--- config.mk ---
export PLATFORM = sky130hd
export DESIGN_NAME = huffman_encoder
export DESIGN_NICKNAME = d
export VERILOG_FILES = /design/src/rtl/huff_pkg.sv /design/src/rtl/huff_code_rom.sv /design/src/rtl/huffman_encoder.sv
export SDC_FILE = /design/constraint.sdc
export NUM_CORES = 1
export LEC_CHECK = 0
export CAP_MARGIN = 20
export CORE_UTILIZATION = 30
export CTS_CLUSTER_SIZE = 16
export DETAILED_ROUTE_END_ITERATION = 12
export MAX_ROUTING_LAYER = met4
export PLACE_DENSITY = 0.56
export REMOVE_ABC_BUFFERS = 1
export SLEW_MARGIN = 15
export SYNTH_ARGS = -nofsm -noshare
export SYNTH_HDL_FRONTEND = slang
export SYNTH_HIERARCHICAL = 1
export SYNTH_SLANG_ARGS = --single-unit
--- constraint.sdc ---
create_clock -name clk -period 1.3 [get_ports clk]
set_input_delay 0.195 -clock clk [delete_from_list [all_inputs] [get_ports clk]]
set_output_delay 0.195 -clock clk [all_outputs]
set_load 0.05 [all_outputs]
--- src/rtl/huff_pkg.sv ---
// Huffman code table shared by the serial encoder and the matching decoder.
// Codes are right-aligned; a length of zero marks a symbol with no code.
package huff_pkg;

  localparam int MAX_LEN = 4;

  typedef enum logic {
    IDLE  = 1'b0,
    SHIFT = 1'b1
  } enc_state_t;

  // Index is the symbol: {7,6,5,4,3,2,1,0}
  localparam logic [7:0][3:0] HUFF_CODE = {4'h0, 4'hC, 4'hD, 4'h7, 4'h4, 4'h5, 4'h0, 4'h0};
  localparam logic [7:0][2:0] HUFF_LEN  = {3'd0, 3'd4, 3'd4, 3'd3, 3'd3, 3'd3, 3'd1, 3'd0};

endpackage

--- src/rtl/huff_code_rom.sv ---
// Combinational symbol-to-code lookup built from the shared table.
module huff_code_rom
  import huff_pkg::*;
(
  input  logic [2:0] sym,
  output logic [3:0] code,
  output logic [2:0] len,
  output logic       legal
);

  assign code  = HUFF_CODE[sym];
  assign len   = HUFF_LEN[sym];
  assign legal = (HUFF_LEN[sym] != 3'd0);

endmodule

--- src/rtl/huffman_encoder.sv ---
// Serialising Huffman encoder: takes 3-bit symbols over valid/ready and shifts
// the prefix code out MSB-first at one bit per clock with no gaps between codes.
module huffman_encoder
  import huff_pkg::*;
#(
  parameter logic IDLE_X = 1'b0
) (
  input  logic       clk,
  input  logic       reset,
  input  logic [2:0] sym_in,
  input  logic       sym_valid,
  output logic       sym_ready,
  output logic       x,
  output logic       x_valid,
  output logic       err
);

  logic [3:0] code;
  logic [2:0] len;
  logic       legal;
  logic [3:0] aligned;

  logic [2:0] sr, sr_n;
  logic [1:0] cnt, cnt_n;
  logic       x_n, x_valid_n, err_n;
  enc_state_t state;

  huff_code_rom u_rom (
    .sym   (sym_in),
    .code  (code),
    .len   (len),
    .legal (legal)
  );

  // Left-align the code so its first bit lands in aligned[3]
  assign aligned   = code << (3'(MAX_LEN) - len);
  assign state     = (cnt == 2'd0) ? IDLE : SHIFT;
  assign sym_ready = (state == IDLE);

  always_comb begin
    x_n       = x;
    x_valid_n = x_valid;
    err_n     = 1'b0;
    sr_n      = sr;
    cnt_n     = cnt;
    case (state)
      SHIFT: begin
        x_n       = sr[2];
        sr_n      = {sr[1:0], 1'b0};
        cnt_n     = cnt - 2'd1;
        x_valid_n = 1'b1;
      end
      default: begin
        if (sym_valid && legal) begin
          x_n       = aligned[3];
          sr_n      = aligned[2:0];
          cnt_n     = 2'(len - 3'd1);
          x_valid_n = 1'b1;
        end else begin
          // Illegal symbols are consumed and flagged but emit nothing
          err_n     = sym_valid;
          x_n       = IDLE_X;
          x_valid_n = 1'b0;
          sr_n      = 3'd0;
          cnt_n     = 2'd0;
        end
      end
    endcase
  end

  always_ff @(posedge clk or posedge reset) begin
    if (reset) begin
      x       <= IDLE_X;
      x_valid <= 1'b0;
      err     <= 1'b0;
      sr      <= 3'd0;
      cnt     <= 2'd0;
    end else begin
      x       <= x_n;
      x_valid <= x_valid_n;
      err     <= err_n;
      sr      <= sr_n;
      cnt     <= cnt_n;
    end
  end

endmodule

==> flow_metrics.py, run 1 <==
metrics = {
    "synth": {
        "yosys-top-cells-area": "dfrtp_1 35%, ha_1 11%, inv_1 3.9%",
        "syn-instance-count": 58,
        "netlist_area_um2": 575.6,
        "yosys.area.top_type": "dfrtp_1",
        "ys_types": 28,
        "yosys_warnings": 6,
        "syn_avg_cell_area_um2": 9.923,
        "yosysSeqAreaShare": 0.3478,
        "netlist.area_leader.share": 0.3478,
        "ys_ff_latch": 8,
    },
    "die": {
        "fp-row-count": 15,
        "initial_core_util": 0.3262,
        "dieArea_mm2": 0.002098,
        "ios": 10,
        "core_area_mm2": 0.001764,
        "die_y_um": 45.80,
        "floorplan.die.width_um": 45.80,
    },
    "grt": {
        "grt_max_degree": 9,
        "antenna_found_initial": 0,
        "top_usage_layer": "met2",
        "grtUsageTotal": 0.1524,
        "grt_overflow": 0,
        "grt_pass1_wl_mm": 2.201,
        "groute.layer.met1.usage": 0.1564,
        "grt_pass1_vias": 547,
        "use_met2": 0.2800,
        "grtUsageMet3": 0.01190,
    },
    "clock_tree": {
        "cts_buffers": 3,
        "htree_num_levels": 1,
        "cts_tree": "built",
        "clkSinkCount": 8,
        "cts_hold_buf": 0,
        "clk-insertion-delay-late_ns": 0.24,
        "clk_pin_slew_worst_paths_ns": 0.05,
        "clockBufferDepth": 2,
        "root_buffer": "clkbuf_4",
    },
    "hold_path": {
        "hp-class": "in2async",
    },
    "outcome": {
        "violations": "negative setup slack",
        "status": "finished with violations",
    },
    "layout": {
        "layout.nets": 109,
        "design_area_mm2": 0.001066,
        "num-fill-cells": 162,
        "antenna-diode-count": 0,
        "syn2layout_area_growth_pct": 85.22,
        "drive_gt1_frac": 0.6354,
    },
    "job": {
        "maxCapViolations": 0,
    },
    "timing": {
        "setup_violations": 5,
        "fin_crit_ns": 1.380,
        "fin_skew_ns": 0.005803,
        "relSlewSlack": 0.8022,
        "finalHoldViolations": 0,
        "fin_crit_sh": 1.061,
        "grt_setup_unrepaired": "true",
        "worst_slack_ns": -0.07972,
        "worstMarginPinSlew_ns": 0.2964,
        "whs_ns": 0.1981,
        "fmax_ghz": 0.7248,
        "slew_violations": 0,
    },
    "pwr": {
        "ir_drop_uv": 486.4,
        "p_per_area_mw_per_mm2": 1066,
        "power_leakage_uw": 0.0005132,
    },
    "setup_path": {
        "arrival_ns": 1.51,
        "endpoint": "x$_DFF_PP0_",
        "crit_path_end_kind": "register",
        "cp.depth": 9,
        "crit_buf_inv": 3,
        "crit_path_max_fanout": 4,
        "startpoint_type": "input port",
        "critPathMaxStageDelay_ns": 0.26,
        "cp_slowest_cell": "a32o_2",
        "crit_top_cell": "ha_4",
        "worstRegToRegCells": 4,
        "rr_endpoint": "x$_DFF_PP0_",
        "r2r_start": "cnt[0]$_DFF_PP0_",
        "path_class": "in2reg",
        "path_delay_family": "compound AO/OA/AOI/OAI gates",
        "startpoint": "sym_in[0]",
        "cp_cell_sequence": "buf_8, inv_8, ha_4, and2_4, nand2b_4, inv_4, ha_4, a211o_1, a32o_2",
        "worstPathRequired_ns": 1.43,
        "r2r_slack_ns": 0.02,
    },
    "route": {
        "final_antenna_net_count": 0,
        "drt_iter0_markers": 5,
        "viasPerCell": 4.388,
        "drt_wl_total_mm": 1.243,
        "firstDrtPassIters": 3,
        "avgRoutedWirePerCell_um": 10.27,
        "vias": 531,
        "drc": 0,
    },
    "placed_design": {
        "dpl_cell_area_um2": 879.6,
        "place.gp.congestion": 0.7349,
        "dpl.hpwl_um": 915.1,
        "io_buffers": 9,
    },
}
## how the worst min path moves through the flow
stage / from / endpoint / slack (ns)
2_1_floorplan: reset / cnt[0]$_DFF_PP0_ / 0.01
3_3_place_gp: sr[0]$_DFF_PP0_ / sr[1]$_DFF_PP0_ / 0.44
3_5_place_dp: cnt[0]$_DFF_PP0_ / cnt[0]$_DFF_PP0_ / 0.45
4_1_cts: reset / err$_DFF_PP0_ / 0.20
5_1_grt: reset / cnt[1]$_DFF_PP0_ / 0.22
6_report: reset / cnt[1]$_DFF_PP0_ / 0.20
## what timing repair did
item	in CTS	in global routing
pin swaps	8	8
endpoints found under the setup margin	9	6
resized for setup	34	7
setup buffers	7	1
cloned	0	0
## power by group
part | leakage, uW | internal, uW | switching [uW]
combinational | 0.000393 | 351 | 302
clock | 0.0000138 | 105 | 74.6
sequential | 0.000106 | 283 | 21.5
total | 0.000513 | 738 | 398
## cells in the final DEF (no fill, tap or decap), types with 2 or more instances in the layout
cell / synthesis / layout
inv_6: 1 / 2
clkdlybuf4s50_1: 0 / 2
nand2b_4: 0 / 2
buf_8: 0 / 2
clkbuf_4: 0 / 3
inv_1: 6 / 2
buf_4: 2 / 28
mux2i_1: 2 / 2
o21ai_1: 1 / 3
ha_4: 0 / 2
inv_2: 1 / 2
buf_12: 0 / 4
dfrtp_1: 8 / 8
nor2_1: 4 / 3
nand2_1: 6 / 6
ha_1: 5 / 2
## area by class of cell
class / instances / area, um^2 / share of cell area
Inverter: 8 / 50.05 / 0.04695
Multi-Input combinational cell: 40 / 416.7 / 0.3908
Sequential cell: 8 / 200.2 / 0.1878
Tap cell: 25 / 31.28 / 0.02934
Timing Repair Buffer: 37 / 345.3 / 0.3239
Clock buffer: 3 / 22.52 / 0.02113
## metal layers
layer	part of all wire	vias to the layer above
met2	0.54	10
li1	-	270
met3	0.027	2
met5	0	-
met1	0.42	249
met4	0.012	0
## kinds of logic after synthesis
| group | count (synthesis) | synth area share |
|---|---|---|
| AOI/OAI and AO/OA | 11 | 0.1457 |
| DFF | 8 | 0.3478 |
| xor gates and xnor gates | 1 | 0.01522 |
| and+or+nand+nor | 21 | 0.2609 |
| buffers and inverters | 10 | 0.08694 |
| muxes | 2 | 0.03478 |
| adders and majority gates | 5 | 0.1087 |
## stage by stage
step                std cells  setup TNS, ns    util  power (uW)  setup WS, ns
floorplan                  56         -3.259       -       580.1       -0.7230
global placement          111         -5.604  0.4986       826.3       -0.9300
detailed placement        111         -5.868  0.4986       832.1       -0.9606
CTS                       120        -0.2353  0.5901        1127       -0.1255
global route              121        -0.4135  0.6043        1211       -0.1104
finish                    121        -0.1575  0.6043        1137      -0.07972
## worst register-to-register path, stage by stage (launching register included)
cell	delay [ns]
dfrtp_1	0.38
or2_4	0.28
buf_4	0.16
nor3b_2	0.21
a32o_2	0.19
## synthesized netlist by cell type
cell type	count
nand3b_1	1
o21ai_1	1
a32o_2	1
a211o_1	1
dfrtp_1	8
inv_6	1
a32oi_2	1
inv_2	1
nor2b_4	1
buf_4	2
ha_1	5
and2_4	1
nand2_1	6
nor3b_2	1
nor2_1	4
a31oi_1	1
o31ai_1	1
nand4_4	1
o21ai_0	2
a22o_1	1
xnor2_1	1
nor4b_2	1
nand2b_1	3
a21oi_1	2
mux2i_1	2
nor2b_1	1
inv_1	6
or2_4	1
## state kept, by name, summed over array words and instances (netlist names)
register	cells
cnt	2
err	1
x	1
sr	3
x_valid	1
Note: power is estimated with default switching activity, not from simulation.
==> run 2: changes to the inputs <==
--- a/config.mk
+++ b/config.mk
@@ -9,6 +9,7 @@
 export CORE_UTILIZATION = 30
 export CTS_CLUSTER_SIZE = 16
 export DETAILED_ROUTE_END_ITERATION = 12
+export GPL_TIMING_DRIVEN = 0
 export MAX_ROUTING_LAYER = met4
 export PLACE_DENSITY = 0.56
 export REMOVE_ABC_BUFFERS = 1
@@ -17,3 +18,4 @@
 export SYNTH_HDL_FRONTEND = slang
 export SYNTH_HIERARCHICAL = 1
 export SYNTH_SLANG_ARGS = --single-unit
+export TNS_END_PERCENT = 10
==> run 2 against run 1 <==
The flow still finishes with violations (negative setup slack); die area unchanged; non-clock buffer count decreased by 22; wire length decreased by 17%; critical path type unchanged.
==> flow_metrics.py, run 2 (synthesis gave the netlist of run 1 again) <==
metrics = {
    "outcome": {
        "status": "finished with violations",
        "violations": "negative setup slack",
    },
    "die": {
        "die_y_um": 45.80,
        "floorplan.die.width_um": 45.80,
        "fp-row-count": 15,
        "dieArea_mm2": 0.002098,
        "initial_core_util": 0.3262,
        "core_area_mm2": 0.001764,
        "ios": 10,
    },
    "setup_path": {
        "critPathMaxStageDelay_ns": 0.27,
        "crit_path_max_fanout": 4,
        "cp_cell_sequence": "buf_8, inv_6, ha_4, and2_4, nand2b_4, inv_4, ha_4, a211o_1, a32o_2",
        "cp_slowest_cell": "a211o_1",
        "arrival_ns": 1.56,
        "path_class": "in2reg",
        "worstPathRequired_ns": 1.45,
        "startpoint_type": "input port",
        "crit_path_end_kind": "register",
        "crit_top_cell": "ha_4",
    },
    "grt": {
        "use_met2": 0.1771,
        "groute.layer.met1.usage": 0.1411,
        "grtUsageTotal": 0.1218,
        "top_usage_layer": "met2",
        "grt_pass1_wl_mm": 1.690,
        "grt_max_degree": 9,
        "grt_overflow": 0,
        "grtUsageMet3": 0.01190,
        "antenna_found_initial": 0,
        "grt_pass1_vias": 400,
    },
    "timing": {
        "fin_crit_sh": 1.085,
        "worstMarginPinSlew_ns": 0.4777,
        "slew_violations": 0,
        "fin_tns_setup_ns": -0.2177,
        "fin_skew_ns": 0.006058,
        "grt_setup_unrepaired": "true",
        "fmax_ghz": 0.7090,
        "setup_violations": 3,
        "relSlewSlack": 0.6827,
        "worst_slack_ns": -0.1104,
        "finalHoldViolations": 0,
        "fin_crit_ns": 1.410,
    },
    "placed_design": {
        "io_buffers": 9,
        "dpl_cell_area_um2": 681.9,
        "dpl.hpwl_um": 755,
        "place.gp.congestion": 0.7077,
    },
    "layout": {
        "mostFrequentLayoutCell": "dfrtp_1",
        "num-fill-cells": 172,
        "regArea_um2": 200.2,
        "largest_reg_flops": 3,
        "syn2layout_area_growth_pct": 45.00,
        "multi_input_area_um2": 397.9,
        "antenna-diode-count": 0,
        "max_flop_register": "sr",
        "drive_gt1_frac": 0.5000,
        "design_area_um2": 834.6,
        "largestRegisters": "sr (3), cnt (2)",
        "final_cell_mix": "8 x dfrtp_1, 6 x nand2_1, 6 x buf_4",
        "layout.nets": 87,
    },
    "route": {
        "drc": 0,
        "avgRoutedWirePerCell_um": 10.39,
        "vias": 465,
        "drt_iter0_markers": 3,
        "viasPerCell": 4.697,
        "final_antenna_net_count": 0,
        "firstDrtPassIters": 2,
        "drt_wl_total_mm": 1.029,
    },
    "pwr": {
        "p_per_area_mw_per_mm2": 1137,
        "ir_drop_uv": 371.6,
        "power_leakage_uw": 0.0003854,
    },
    "clock_tree": {
        "cts_hold_buf": 0,
        "cts_buffers": 3,
        "clk_pin_slew_worst_paths_ns": 0.06,
        "clk-insertion-delay-late_ns": 0.26,
        "htree_num_levels": 1,
        "clkSinkCount": 8,
        "clockBufferDepth": 2,
        "cts_tree": "built",
        "root_buffer": "clkbuf_4",
    },
    "hold_path": {
        "hp-class": "in2async",
    },
    "job": {
        "maxCapViolations": 0,
    },
}
## run 2: what timing repair did
action                                  4_1_cts  5_1_grt
setup buffers                                 1        5
pin swaps                                     6        6
endpoints found under the setup margin       12        9
gates resized for setup                      38       17
## run 2: worst max-delay path, delay by kind of cell
| family | cells | cell delay, ns |
|---|---|---|
| compound gates | 2 | 0.53 |
| fa+ha+maj | 2 | 0.38 |
| simple gates | 2 | 0.26 |
| buf+inv | 3 | 0.19 |
## run 2: area by class of cell
type	instances	share of cell area
Clock buffer	3	0.02699
Inverter	8	0.05697
Multi-Input combinational cell	40	0.4768
Sequential cell	8	0.2399
Tap cell	25	0.03748
Timing Repair Buffer	15	0.1619
## run 2: per-stage QoR
stage                     utilization  hold slack, ns  power [uW]  cells  setup WS [ns]
after global routing           0.4731          0.2413        1006     99        -0.1552
after CTS                      0.4426          0.2038       928.4     94        -0.1492
after floorplan                     -         0.01066       580.1     56        -0.7230
after detailed placement       0.3865          0.4472       682.5     90         -1.490
final                          0.4731          0.1880       949.0     99        -0.1104
after global placement         0.3865          0.4412       682.2     90         -1.482
## run 2: per-layer routing
metal | routed length (um) | vias to the layer above | part of all wire
li1 | - | 228 | -
met1 | 488 | 221 | 0.47
met2 | 454 | 12 | 0.44
met3 | 41 | 4 | 0.040
met4 | 44 | 0 | 0.043
met5 | 0 | - | 0
## run 2: path summary, 6_finish.rpt
check,start,to,slack [ns],cells past startpoint
worst max-delay path,sym_in[0],x$_DFF_PP0_,-0.11,9
worst min-delay path,reset,sr[1]$_DFF_PP0_,0.19,2
worst max register to register,cnt[0]$_DFF_PP0_,sr[0]$_DFF_PP0_,0.10,4
worst min register to register,cnt[0]$_DFF_PP0_,cnt[0]$_DFF_PP0_,0.47,1
max in group asynchronous,reset,x_valid$_DFF_PP0_,0.88,2
min in group clk,sym_in[2],sr[0]$_DFF_PP0_,0.38,3
## run 2: where the power goes
group	internal [uW]	switching [uW]	total, uW	leakage [uW]
clock	106	89.2	195	0.0000138
sequential	282	15.8	298	0.000106
combinational	192	264	456	0.000265
total	580	369	949	0.000385
==> run 3: changes to the inputs <==
--- a/config.mk
+++ b/config.mk
@@ -13,6 +13,7 @@
 export MAX_ROUTING_LAYER = met4
 export PLACE_DENSITY = 0.56
 export REMOVE_ABC_BUFFERS = 1
+export SETUP_SLACK_MARGIN = 0.02
 export SLEW_MARGIN = 15
 export SYNTH_ARGS = -nofsm -noshare
 export SYNTH_HDL_FRONTEND = slang
==> run 3 against run 2 <==
Largest power group unchanged; the run still ends with negative setup slack left; critical path type is now reg2out; global-route usage increased by 0.92 points; cell area up 0.75%; non-clock buffer count grew 1; clock-buffer cell count unchanged; cell count grew 1.0%; flip-flop and latch count is the same; register-to-register slack got worse by 0.07 ns; sequential power hardly changed; critical endpoint is now sym_ready; critical path depth fell by 6.
==> flow_metrics.py, run 3 (synthesis gave the netlist of run 1 again) <==
metrics = {
    "grt": {
        "grt_pass1_vias": 441,
        "grt_pass1_wl_mm": 1.835,
        "antenna_found_initial": 0,
        "grt_max_degree": 9,
        "grtUsageTotal": 0.1311,
        "grt_overflow": 0,
    },
    "route": {
        "final_antenna_net_count": 0,
        "drt_iter0_markers": 1,
        "avgRoutedWirePerCell_um": 10.65,
        "viasPerCell": 4.740,
        "vias": 474,
        "drt_wl_total_mm": 1.065,
        "firstDrtPassIters": 4,
        "drc": 0,
    },
    "outcome": {
        "status": "finished with violations",
        "violations": "negative setup slack",
    },
    "setup_path": {
        "r2r_slack_ns": 0.03,
        "cp_cell_sequence": "or2_4, inv_6, buf_8",
        "crit_path_end_kind": "output pin",
        "critPathMaxStageDelay_ns": 0.40,
        "path_class": "reg2out",
        "cp_slowest_cell": "dfrtp_1",
        "worstPathRequired_ns": 1.11,
        "crit_path_max_fanout": 5,
        "startpoint_type": "register",
        "arrival_ns": 1.17,
    },
    "layout": {
        "largest_reg_flops": 3,
        "largestRegisters": "sr (3), cnt (2)",
        "drive_gt1_frac": 0.5200,
        "final_cell_mix": "8 x dfrtp_1, 6 x nand2_1, 6 x buf_4",
        "regArea_um2": 200.2,
        "num-fill-cells": 171,
        "antenna-diode-count": 0,
        "syn2layout_area_growth_pct": 46.09,
        "mostFrequentLayoutCell": "dfrtp_1",
        "max_flop_register": "sr",
        "multi_input_area_um2": 397.9,
        "utilization": 0.4766,
        "layout.nets": 88,
    },
    "pwr": {
        "pwr-share-clk": 0.205,
        "ir_drop_uv": 369.8,
        "power.total_uw": 945.2,
        "sequentialPowerShare": 0.315,
        "sw_frac_of_total": 0.3895,
        "combPwrFrac": 0.480,
        "internal-power_uw": 577.0,
        "power_leakage_uw": 0.0003923,
        "p_switching_uw": 368.2,
        "p_per_area_mw_per_mm2": 1124,
    },
    "placed_design": {
        "dpl.hpwl_um": 755,
        "dp_slack_ns": -1.490,
        "place.gp.congestion": 0.7077,
        "io_buffers": 9,
    },
    "clock_tree": {
        "clk-insertion-delay-late_ns": 0.26,
        "htree_num_levels": 1,
        "root_buffer": "clkbuf_4",
        "clkSinkCount": 8,
        "cts_hold_buf": 0,
        "clockBufferDepth": 2,
        "clk_pin_slew_worst_paths_ns": 0.06,
        "cts_buffers": 3,
        "cts_tree": "built",
    },
    "die": {
        "ios": 10,
        "core_area_mm2": 0.001764,
        "floorplan.die.width_um": 45.80,
        "initial_core_util": 0.3262,
        "dieArea_mm2": 0.002098,
        "die_y_um": 45.80,
        "fp-row-count": 15,
    },
    "timing": {
        "fin_skew_ns": 0.005059,
        "slew_violations": 0,
        "worst_slack_ns": -0.06683,
        "fin_crit_sh": 1.051,
        "relSlewSlack": 0.7645,
        "worstMarginPinSlew_ns": 0.3533,
        "fin_tns_setup_ns": -0.1736,
        "fmax_ghz": 0.7316,
        "grt_setup_unrepaired": "true",
        "setup_violations": 4,
        "finalHoldViolations": 0,
        "whs_ns": 0.1891,
        "fin_crit_ns": 1.367,
    },
    "job": {
        "maxCapViolations": 0,
    },
    "hold_path": {
        "hp-class": "in2async",
    },
}
## run 3: cell types whose count changed in the layout (fill, tap and decap cells not counted)
cell	before	now
buf_2	0	1
buf_6	0	1
clkdlybuf4s15_1	1	0
inv_2	2	3
inv_4	1	0
inv_6	3	2
inv_8	0	1
## run 3: final timing paths
path,from,endpoint,cells after the start
min in group clk,sym_in[2],sr[0]$_DFF_PP0_,3
worst min register to register,cnt[0]$_DFF_PP0_,cnt[0]$_DFF_PP0_,1
max in group asynchronous,reset,x_valid$_DFF_PP0_,2
worst max-delay path,cnt[0]$_DFF_PP0_,sym_ready,3
worst min-delay path,reset,sr[1]$_DFF_PP0_,2
worst max register to register,cnt[0]$_DFF_PP0_,sr[0]$_DFF_PP0_,4
## run 3: stage by stage
stage          instances  instance area (um^2)
6_report             100                 840.8
5_1_grt              100                 840.8
4_1_cts               99                 845.8
3_5_place_dp          90                 681.9
3_3_place_gp          90                 681.9
2_1_floorplan         56                 560.5
## run 3: final cells by class
class | count | area share
repair buffers | 16 | 0.1682
flip-flops and latches | 8 | 0.2381
well taps | 25 | 0.03720
clock buffers | 3 | 0.02679
multi-input cells | 40 | 0.4732
inverters | 8 | 0.05655
## run 3: power groups by stage
stage          sequential [uW]  combinational (uW)  clock, uW
2_1_floorplan              353                 227          0
3_3_place_gp               302                 381          0
3_5_place_dp               302                 381          0
4_1_cts                    298                 453        200
5_1_grt                    301                 487        217
6_report                   298                 454        194
## run 3: per-layer routing
metal,up-vias,GRT usage,wire length [um]
li1,231,-,-
met1,225,0.1435,477
met2,14,0.2057,504
met3,4,0.01190,43
met4,0,0.1235,40
met5,-,-,0
## run 3: worst max-delay path, delay by kind of cell, from the launching register on
family / cells / cell delay (ns)
AND/OR/NAND/NOR: 1 / 0.30
flip-flops: 1 / 0.40
buffers and inverters: 2 / 0.22
## run 3: timing repair
item / CTS / global route
setup buffers: 6 / 1
resized for setup: 49 / 8
endpoints found under the setup margin: 12 / 8
pin swaps: 6 / 9
==> RTL change, RTL diff (settings of run 2) <==
Put one more register stage on the output `err`, with the module's reset. The value now appears one clock later. The other outputs are not delayed to match.
--- a/src/rtl/huffman_encoder.sv
+++ b/src/rtl/huffman_encoder.sv
@@ -15,4 +15,6 @@
   output logic       err
 );
+
+  logic err_s0;
 
   logic [3:0] code;
@@ -73,5 +75,5 @@
       x       <= IDLE_X;
       x_valid <= 1'b0;
-      err     <= 1'b0;
+      err_s0  <= 1'b0;
       sr      <= 3'd0;
       cnt     <= 2'd0;
@@ -79,5 +81,5 @@
       x       <= x_n;
       x_valid <= x_valid_n;
-      err     <= err_n;
+      err_s0  <= err_n;
       sr      <= sr_n;
       cnt     <= cnt_n;
@@ -85,4 +87,12 @@
   end
 
+  always_ff @(posedge clk or posedge reset) begin
+    if (reset) begin
+      err <= '0;
+    end else begin
+      err <= err_s0;
+    end
+  end
+
 endmodule
 
Behaviour: not the same (Yosys sat finds a counterexample within 4 cycles, from zero or initial values and one cycle with reset high).
==> RTL change against run 2 <==
Worst setup slack worse by 35 ps. Fmax down 2.4%. Global-route usage up 0.37 points. Sequential cell count is 1 higher. Cell area up 3.3%. First-iteration DRC count shrank 100%. Register-to-register slack improved by 20 ps. The flow still finishes with violations (negative setup slack). Synthesized area rose by 4.3%. Clock power is 4% higher. Power up 4.0%. Routed wire length decreased by 2.8%.
==> RTL change: results (changes against run 2) <==
Status: finished, violations left (unchanged)
Violated checks: negative setup slack (unchanged)
Critical R2R Capture: sr[0] (unchanged)
Reg2Reg Setup Slack: 120 ps (was 100 ps)
Placed instance count: 91 (was 90)
Setup ws final: -145 ps (was -110 ps)
Layout cells sized above 1: 0.486 (was 0.500)
Post-synthesis compound-gate area fraction: 0.140 (was 0.146)
Sequential element share of the synthesized area: 0.375 (was 0.348)
Critical Path AT: 1580 ps (was 1560 ps)
Cts hold-fix bufs: 0 (unchanged)
Clock buffer depth: 2 (unchanged)
Synth Area in XOR/XNOR: 0.0146 (was 0.0152)
Clock latency on the worst-skew pair: 250 ps
Nets: 86 (was 87)
Reg clk slew, reported paths: 60 ps (about the same)
First-pass GRT wire length: 1810 um (was 1690 um)
GP Congestion: 0.679 (was 0.708)
Adder-cell share of the synthesized area: 0.104 (was 0.109)
Synth cell count leaders: dfrtp_1 (9), inv_1 (6), nand2_1 (6) (was dfrtp_1 (8), inv_1 (6), nand2_1 (6))
Largest net degree at the start of global routing: 10 (was 9)
Vias in the first global route: 424 (was 400)
Reg2reg start: cnt[1] (was cnt[0])
Detailed-route via count: 450 (was 465)
Met1 WL: 441 um (was 488 um)
Initial DRC count: 0 (was 3)
Pre-CTS setup slack: -1480 ps (was -1490 ps)
Slew headroom: 0.775 (was 0.683)
Final Non-Filler Cells: 99 (unchanged)
DR WL met3: 22 um (was 41 um)
Mapped Avg Cell Area: 10.2 um^2 (was 9.92 um^2)
Top post-synthesis cells by area: dfrtp_1 (38%), ha_1 (10%), inv_1 (3.8%), nand2_1 (3.8%), nand4_4 (3.5%) (was dfrtp_1 (35%), ha_1 (11%), inv_1 (3.9%), nand2_1 (3.9%), nand4_4 (3.7%))
Worst ir drop on vdd: 0.000543 V (was 0.000372 V)
Final number of setup-violating endpoints: 2 (was 3)
Multiplexer share of the synthesized area: 0.0333 (was 0.0348)
Filler instances: 175 (was 172)
Leak: 0.393 nW (was 0.385 nW)
Initial DRT Pass Iterations: 1 (was 2)
Dpl hpwl: 746 um (was 755 um)
Worst hold margin: 212 ps (was 188 ps)
Routed length on met2: 517 um (was 454 um)
CP Max Fanout: 6 (was 4)
Total Wirelength: 1000 um (was 1030 um)
Worst clock skew: 2.58 ps (was 6.06 ps)
==> RTL change: worst max-delay path by stage <==
stage                   start  to  slack, ps  cells after the start
floorplan           sym_in[1]   x       -720                      8
global placement    sym_in[1]   x      -1490                      9
detailed placement  sym_in[1]   x      -1480                      9
CTS                 sym_in[2]   x       -130                      7
global route        sym_in[0]   x       -150                      9
finish              sym_in[1]   x       -150                      9
==> RTL change: worst max-delay path, delay by kind of cell <==
family,cells,cell delay [ps]
and+or+nand+nor,2,260
AOI/OAI and AO/OA,2,530
adders and majority gates,2,380
buffers and inverters,3,200
==> RTL change: timing repair <==
item / CTS / global route
buffers inserted: 1 / 3
pin swaps: 6 / 4
setup endpoints to repair: 12 / 8
gates resized for setup: 38 / 20
==> RTL change: area by class of cell <==
| type | count | area [um^2] | share of cell area |
|---|---|---|---|
| Clock buffer | 4 | 26.3 | 0.0305 |
| Timing Repair Buffer | 13 | 120 | 0.139 |
| Sequential cell | 9 | 225 | 0.261 |
| Inverter | 8 | 50.0 | 0.0581 |
| Tap cell | 25 | 31.3 | 0.0363 |
| Multi-Input combinational cell | 40 | 409 | 0.475 |
==> RTL change: kinds of logic after synthesis <==
group | Yosys count
compound gates | 11
xor+xnor | 1
fa+ha+maj | 5
buf+inv | 10
flops | 9
mux | 2
simple gates | 21
==> RTL change: per-layer routing <==
layer	global-route usage	vias to the layer above
li1	-	230
met2	0.192	10
met1	0.149	208
met3	0.0115	2
met5	-	-
met4	0.103	0
==> RTL change: report_power, final <==
group	switching, mW	internal, mW	total (mW)
combinational	0.267	0.186	0.453
clock	0.0847	0.117	0.202
sequential	0.0163	0.316	0.332
total	0.368	0.619	0.987
==> RTL change: metrics by stage <==
stage	power, mW	TNS (ps)	instance area (um^2)
6_report	0.987	-193	862
3_5_place_dp	0.719	-9300	707
2_1_floorplan	0.615	-3260	586
3_3_place_gp	0.717	-9140	707
4_1_cts	0.976	-320	806
5_1_grt	1.06	-411	862
